**config.mk**
```make
export PLATFORM = sky130hd
export DESIGN_NAME = spi_flash_dma
export DESIGN_NICKNAME = d
export VERILOG_FILES = /design/src/rtl/spi_flash_dma.sv
export SDC_FILE = /design/constraint.sdc
export NUM_CORES = 1
export LEC_CHECK = 0
export ABC_AREA = 1
export BUFFER_PORTS_ARGS = -buffer_cell sky130_fd_sc_hd__clkbuf_2
export CORE_ASPECT_RATIO = 1.25
export CORE_UTILIZATION = 35
export DETAILED_ROUTE_END_ITERATION = 16
export GPL_TIMING_DRIVEN = 0
export SLEW_MARGIN = 20
export SYNTH_ARGS = -nofsm -noshare
export SYNTH_HDL_FRONTEND = slang
export SYNTH_SLANG_ARGS = --single-unit
```
**constraint.sdc**
```tcl
create_clock -name clk -period 4.7 [get_ports clk]
set_input_delay 0.705 -clock clk [delete_from_list [all_inputs] [get_ports clk]]
set_output_delay 0.705 -clock clk [all_outputs]
set_load 0.01 [all_outputs]
```
**src/rtl/spi_flash_dma.sv**
```systemverilog
// spi_flash_dma: read sequencer that borrows the SPI peripheral's CPU-side
// register bus, issues a serial-flash READ command and streams the returned
// 32-bit words to a valid/ready sink.
//
// Ports
//   clk, reset_n                     clock, async active-low reset
//   start, flash_addr, word_count,   job request (latched on accept)
//   ss_sel
//   busy, done                       job status (done is a 1-cycle pulse)
//   out_data, out_valid, out_ready   read-word stream to the sink
//   cpu_*                            CPU request/response (pass-through in IDLE)
//   spi_*                            SPI peripheral register bus
//
// state  | meaning
// -------+-------------------------------------------------------------
// IDLE   | bus passed through to the CPU, waiting for start
// DRAIN  | let a CPU-started transfer finish shifting
// CFG    | write control reg: 32-bit size, slave select, big-endian
// LOAD   | load command word or all-ones dummy word
// TRIG   | read of data reg starts the transfer
// WAIT   | wait for shifting to finish
// OUT    | hold word for the sink until accepted
// FIN    | one-cycle done pulse
module spi_flash_dma #(
  parameter logic [7:0] READ_CMD = 8'h03
) (
  input  logic        clk,
  input  logic        reset_n,
  input  logic        start,
  input  logic [23:0] flash_addr,
  input  logic [15:0] word_count,
  input  logic [1:0]  ss_sel,
  output logic        busy,
  output logic        done,
  output logic [31:0] out_data,
  output logic        out_valid,
  input  logic        out_ready,
  input  logic        cpu_select,
  input  logic [3:0]  cpu_we,
  input  logic        cpu_rd,
  input  logic [1:0]  cpu_addr,
  input  logic [31:0] cpu_wdata,
  output logic [31:0] cpu_rdata,
  output logic        cpu_wbusy,
  output logic        cpu_rbusy,
  output logic        spi_select,
  output logic [3:0]  spi_we,
  output logic        spi_rd,
  output logic [1:0]  spi_addr,
  output logic [31:0] spi_wdata,
  input  logic [31:0] spi_rdata,
  input  logic        spi_wbusy,
  input  logic        spi_rbusy
);

  typedef enum logic [2:0] {
    S_IDLE, S_DRAIN, S_CFG, S_LOAD, S_TRIG, S_WAIT, S_OUT, S_FIN
  } state_t;

  state_t      state;
  logic [23:0] addr_q;
  logic [1:0]  ss_q;
  logic [15:0] count;
  logic        cmd_phase;   // next/current transfer carries the READ command

  // Controller's view of the peripheral bus, registered so each value is
  // present exactly during the state that owns it.
  logic        bus_select;
  logic [3:0]  bus_we;
  logic        bus_rd;
  logic [1:0]  bus_addr;
  logic [31:0] bus_wdata;

  logic idle;
  assign idle = (state == S_IDLE);

  assign spi_select = idle ? cpu_select : bus_select;
  assign spi_we     = idle ? cpu_we     : bus_we;
  assign spi_rd     = idle ? cpu_rd     : bus_rd;
  assign spi_addr   = idle ? cpu_addr   : bus_addr;
  assign spi_wdata  = idle ? cpu_wdata  : bus_wdata;
  // Outside IDLE any CPU access simply stalls until the job ends.
  assign cpu_rdata  = idle ? spi_rdata  : 32'd0;
  assign cpu_wbusy  = idle ? spi_wbusy  : cpu_select;
  assign cpu_rbusy  = idle ? spi_rbusy  : cpu_select;

  always_ff @(posedge clk or negedge reset_n) begin
    if (!reset_n) begin
      state      <= S_IDLE;
      addr_q     <= 24'd0;
      ss_q       <= 2'd0;
      count      <= 16'd0;
      cmd_phase  <= 1'b0;
      busy       <= 1'b0;
      done       <= 1'b0;
      out_data   <= 32'd0;
      out_valid  <= 1'b0;
      bus_select <= 1'b0;
      bus_we     <= 4'd0;
      bus_rd     <= 1'b0;
      bus_addr   <= 2'd0;
      bus_wdata  <= 32'd0;
    end else begin
      done <= 1'b0;
      case (state)
        S_IDLE: begin
          if (start) begin
            addr_q    <= flash_addr;
            ss_q      <= ss_sel;
            count     <= word_count;
            cmd_phase <= 1'b1;
            busy      <= 1'b1;
            if (word_count == 16'd0) begin
              state <= S_FIN;
              done  <= 1'b1;
            end else begin
              state      <= S_DRAIN;
              bus_select <= 1'b1;
              bus_addr   <= 2'd0;
              bus_we     <= 4'd0;
              bus_rd     <= 1'b0;
              bus_wdata  <= 32'd0;
            end
          end
        end
        S_DRAIN: begin
          if (!spi_wbusy) begin
            state     <= S_CFG;
            bus_addr  <= 2'd2;
            bus_we    <= 4'b0111;
            bus_wdata <= {15'd0, 1'b1, 7'd0, ss_q, 5'd0, 2'b11};
          end
        end
        S_CFG: begin
          state     <= S_LOAD;
          bus_addr  <= 2'd1;
          bus_we    <= 4'b1111;
          bus_wdata <= {READ_CMD, addr_q};
        end
        S_LOAD: begin
          state     <= S_TRIG;
          bus_addr  <= 2'd0;
          bus_we    <= 4'd0;
          bus_rd    <= 1'b1;
          bus_wdata <= 32'd0;
        end
        S_TRIG: begin
          state  <= S_WAIT;
          bus_rd <= 1'b0;
        end
        S_WAIT: begin
          if (!spi_wbusy) begin
            if (cmd_phase) begin
              // Data shifted in during the command is meaningless.
              cmd_phase <= 1'b0;
              state     <= S_LOAD;
              bus_addr  <= 2'd1;
              bus_we    <= 4'b1111;
              bus_wdata <= 32'hFFFF_FFFF;
            end else begin
              out_data   <= spi_rdata;
              out_valid  <= 1'b1;
              state      <= S_OUT;
              bus_select <= 1'b0;
            end
          end
        end
        S_OUT: begin
          if (out_ready) begin
            out_valid <= 1'b0;
            count     <= count - 16'd1;
            if (count == 16'd1) begin
              state <= S_FIN;
              done  <= 1'b1;
            end else begin
              state      <= S_LOAD;
              bus_select <= 1'b1;
              bus_addr   <= 2'd1;
              bus_we     <= 4'b1111;
              bus_wdata  <= 32'hFFFF_FFFF;
            end
          end
        end
        S_FIN: begin
          state      <= S_IDLE;
          busy       <= 1'b0;
          bus_select <= 1'b0;
          bus_we     <= 4'd0;
          bus_rd     <= 1'b0;
          bus_addr   <= 2'd0;
          bus_wdata  <= 32'd0;
        end
        default: state <= S_IDLE;
      endcase
    end
  end

endmodule

```
==> metrics <==
CP bufs+invs 6; die width 121 um; largest cells by area after synthesis dfrtp_1, nand2_1, nor2_1, o21ai_0, mux2_2; area of the core 17400 um^2; layout cells sized above 1 28.2%; Reg2Reg Depth 8; top-area cell type share of the netlist area between 40 and 50%; first-pass GRT wire length roughly 30000 um; Seq/Total Area, Yosys a little under half; clock sinks 112; data arrival time of the worst path 2.46 ns; prevailing post-synth register cell dfrtp_1; maximum VDD drop 253 uV; Skew-Pair Late Insertion Delay 0.35 ns; CP Capture Point cpu_rdata[27]; Least-Margin Pin Slew 0.578 ns; CP max stage delay about 0.43 ns; FF-to-FF End bus_wdata[17]$_DFFE_PN0P_; Final Core Density between 40% and 50%; TritonCTS Buffers 9; overall power 5.40 mW; Gate Count Post-Synth 848; DR DRC count 0; relative slew slack 61.5%; GP Congestion 0.862; Die Area 18300 um^2; FF-to-FF setup slack 2.53 ns; warnings from Yosys 0; Cell Area, Synth 6210 um^2; EDFF count, synth 0; post-CTS resize count 0; syn nets 976; diodes inserted 0; Post-synth ARST share between 90% and 100%; Hold Crit Class in -> async; Sum Neg Setup Slack 0 ns; Initial Util 35.6%; final antenna-violating net count 0; dpl ws 1.91 ns; Via density 4.68; Avg WL per Cell approximately 14 um; H-tree depth 3; clk_skew 0.00548 ns; I/O Pins around 230; GRT Total Usage 21.1%; list of most frequent post-synthesis cells nand2_1, dfrtp_1, nor2_1; Root Buffer clkbuf_16; crit-path cells inv_1, ha_1, inv_1, nor2_4, inv_1, buf_2, buf_1, nor2_1, clkbuf_2; Tmin final 3.16 ns; Clock transition at path regs 0.07 ns; vias in the first global route 5803; final net count about 1200; origin of the critical flop-to-flop path state[0]$_DFFE_PN0P_; Fillers roughly 1900; Seq cells post-synth 112; Synth-to-Final Area Change 27.9%; final setup fails 0; Port Buffers 228; FP Rows 54; max-cap violations 0; Netlist cell types 31; Slew Limit Fails 0; WS Path Type reg -> out; largest net degree at the start of global routing 59; maximum clock path buffer count 2; Critical-path top delay cell dfrtp_1; run status completed; Placed Cells 1301; die height roughly 150 um; CTS tree built; Worst EP required 3.99 ns; CP Capture Type primary output; syn_area_per_cell ~7.3 um^2; Fmax 0.316 GHz; initial antenna violation count 0; final WL 18800 um; Fin. Hold Viols 0; leakage between 4 and 5 nW; HPWL Detailed between 15000 and 20000 um; setup ws final 1.54 ns; Levels on crit path 9; Final Non-Filler Cells 1317; Synth area leader dfrtp_1; most numerous cell in the Yosys netlist nand2_1; cell family with most CP delay buffers and inverters; GRT overflow 0; Final period util 67.3%; via count 6158; Most Frequent Cell on Critical Path inv_1; CP startpoint state[0]$_DFFE_PN0P_; critical path peak fanout 10; CTS Hold Buffers Added 0; post-CTS setup buffer count 0; power density over cell area 679 nW/um^2; RSZ-0062 raised after global routing false; drt pass-1 iters 5; DRT iter0 DRCs 276; startpoint types flop
area by class of cell:
cell class                 instances  area [um^2]  area share [%]
buffer                            44          236            2.98
inverter                          75          282            3.54
timing repair buffer             229         1180            14.8
tap                              224          280            3.53
clock buffer                      11          233            2.93
clock inverter                     5         41.3           0.520
sequential                       112         2800            35.3
multi-input combinational        617         2890            36.4
worst min path at each step:
| stage | from | endpoint | slack [ns] |
|---|---|---|---|
| final | reset_n | bus_wdata[17]$_DFFE_PN0P_ | 0.30 |
| after global placement | bus_wdata[20]$_DFFE_PN0P_ | bus_wdata[20]$_DFFE_PN0P_ | 0.46 |
| after global routing | reset_n | out_data[3]$_DFFE_PN0P_ | 0.33 |
| after CTS | reset_n | out_data[3]$_DFFE_PN0P_ | 0.32 |
| after floorplan | reset_n | addr_q[0]$_DFFE_PN0P_ | 0.41 |
| after detailed placement | bus_wdata[19]$_DFFE_PN0P_ | bus_wdata[19]$_DFFE_PN0P_ | 0.46 |
cell usage in the layout, fill, tap and decap left out, types with 23 or more instances in the layout:
| cell type | n |
|---|---|
| nand4_1 | 32 |
| o21ai_0 | 57 |
| a21oi_1 | 34 |
| nand2_1 | 325 |
| clkbuf_2 | 227 |
| dfrtp_1 | 112 |
| mux2_2 | 24 |
| nand3_1 | 23 |
| nor2_1 | 91 |
| inv_1 | 71 |
sequential cells by signal (all words and copies together) (netlist names), 2 cells and up:
signal and flops:
state 3, addr_q 24, bus_wdata 26, out_data 32, ss_q 2, bus_addr 2, count 16
metrics by stage:
step	area, um^2	hold WS [ns]
final	7940	0.302
after global routing	7940	0.328
after CTS	7940	0.322
after detailed placement	7670	0.459
after global placement	7630	0.456
after floorplan	6210	0.409
per-layer routing:
layer / vias to the layer above / track usage [%] / share of wire (%)
met4: 0 / 6.11 / 1.7
li1: 3154 / - / -
met3: 20 / 3.43 / 5.2
met1: 2795 / 26.4 / 44
met5: - / 0 / 0
met2: 189 / 37.3 / 49
report_power, final:
part | internal (mW) | switching [mW]
Sequential | 1.44 | 0.287
Clock | 0.367 | 0.365
Combinational | 1.11 | 1.83
Total | 2.91 | 2.49
kinds of logic after synthesis:
group	Yosys count	share of synthesized area [%]
AOI/OAI and AO/OA	98	8.12
adders and majority gates	8	1.61
buffers and inverters	119	8.34
DFF	112	45.1
muxes	24	4.35
and+or+nand+nor	487	32.4
No activity file was read; power rests on OpenSTA's default activity.
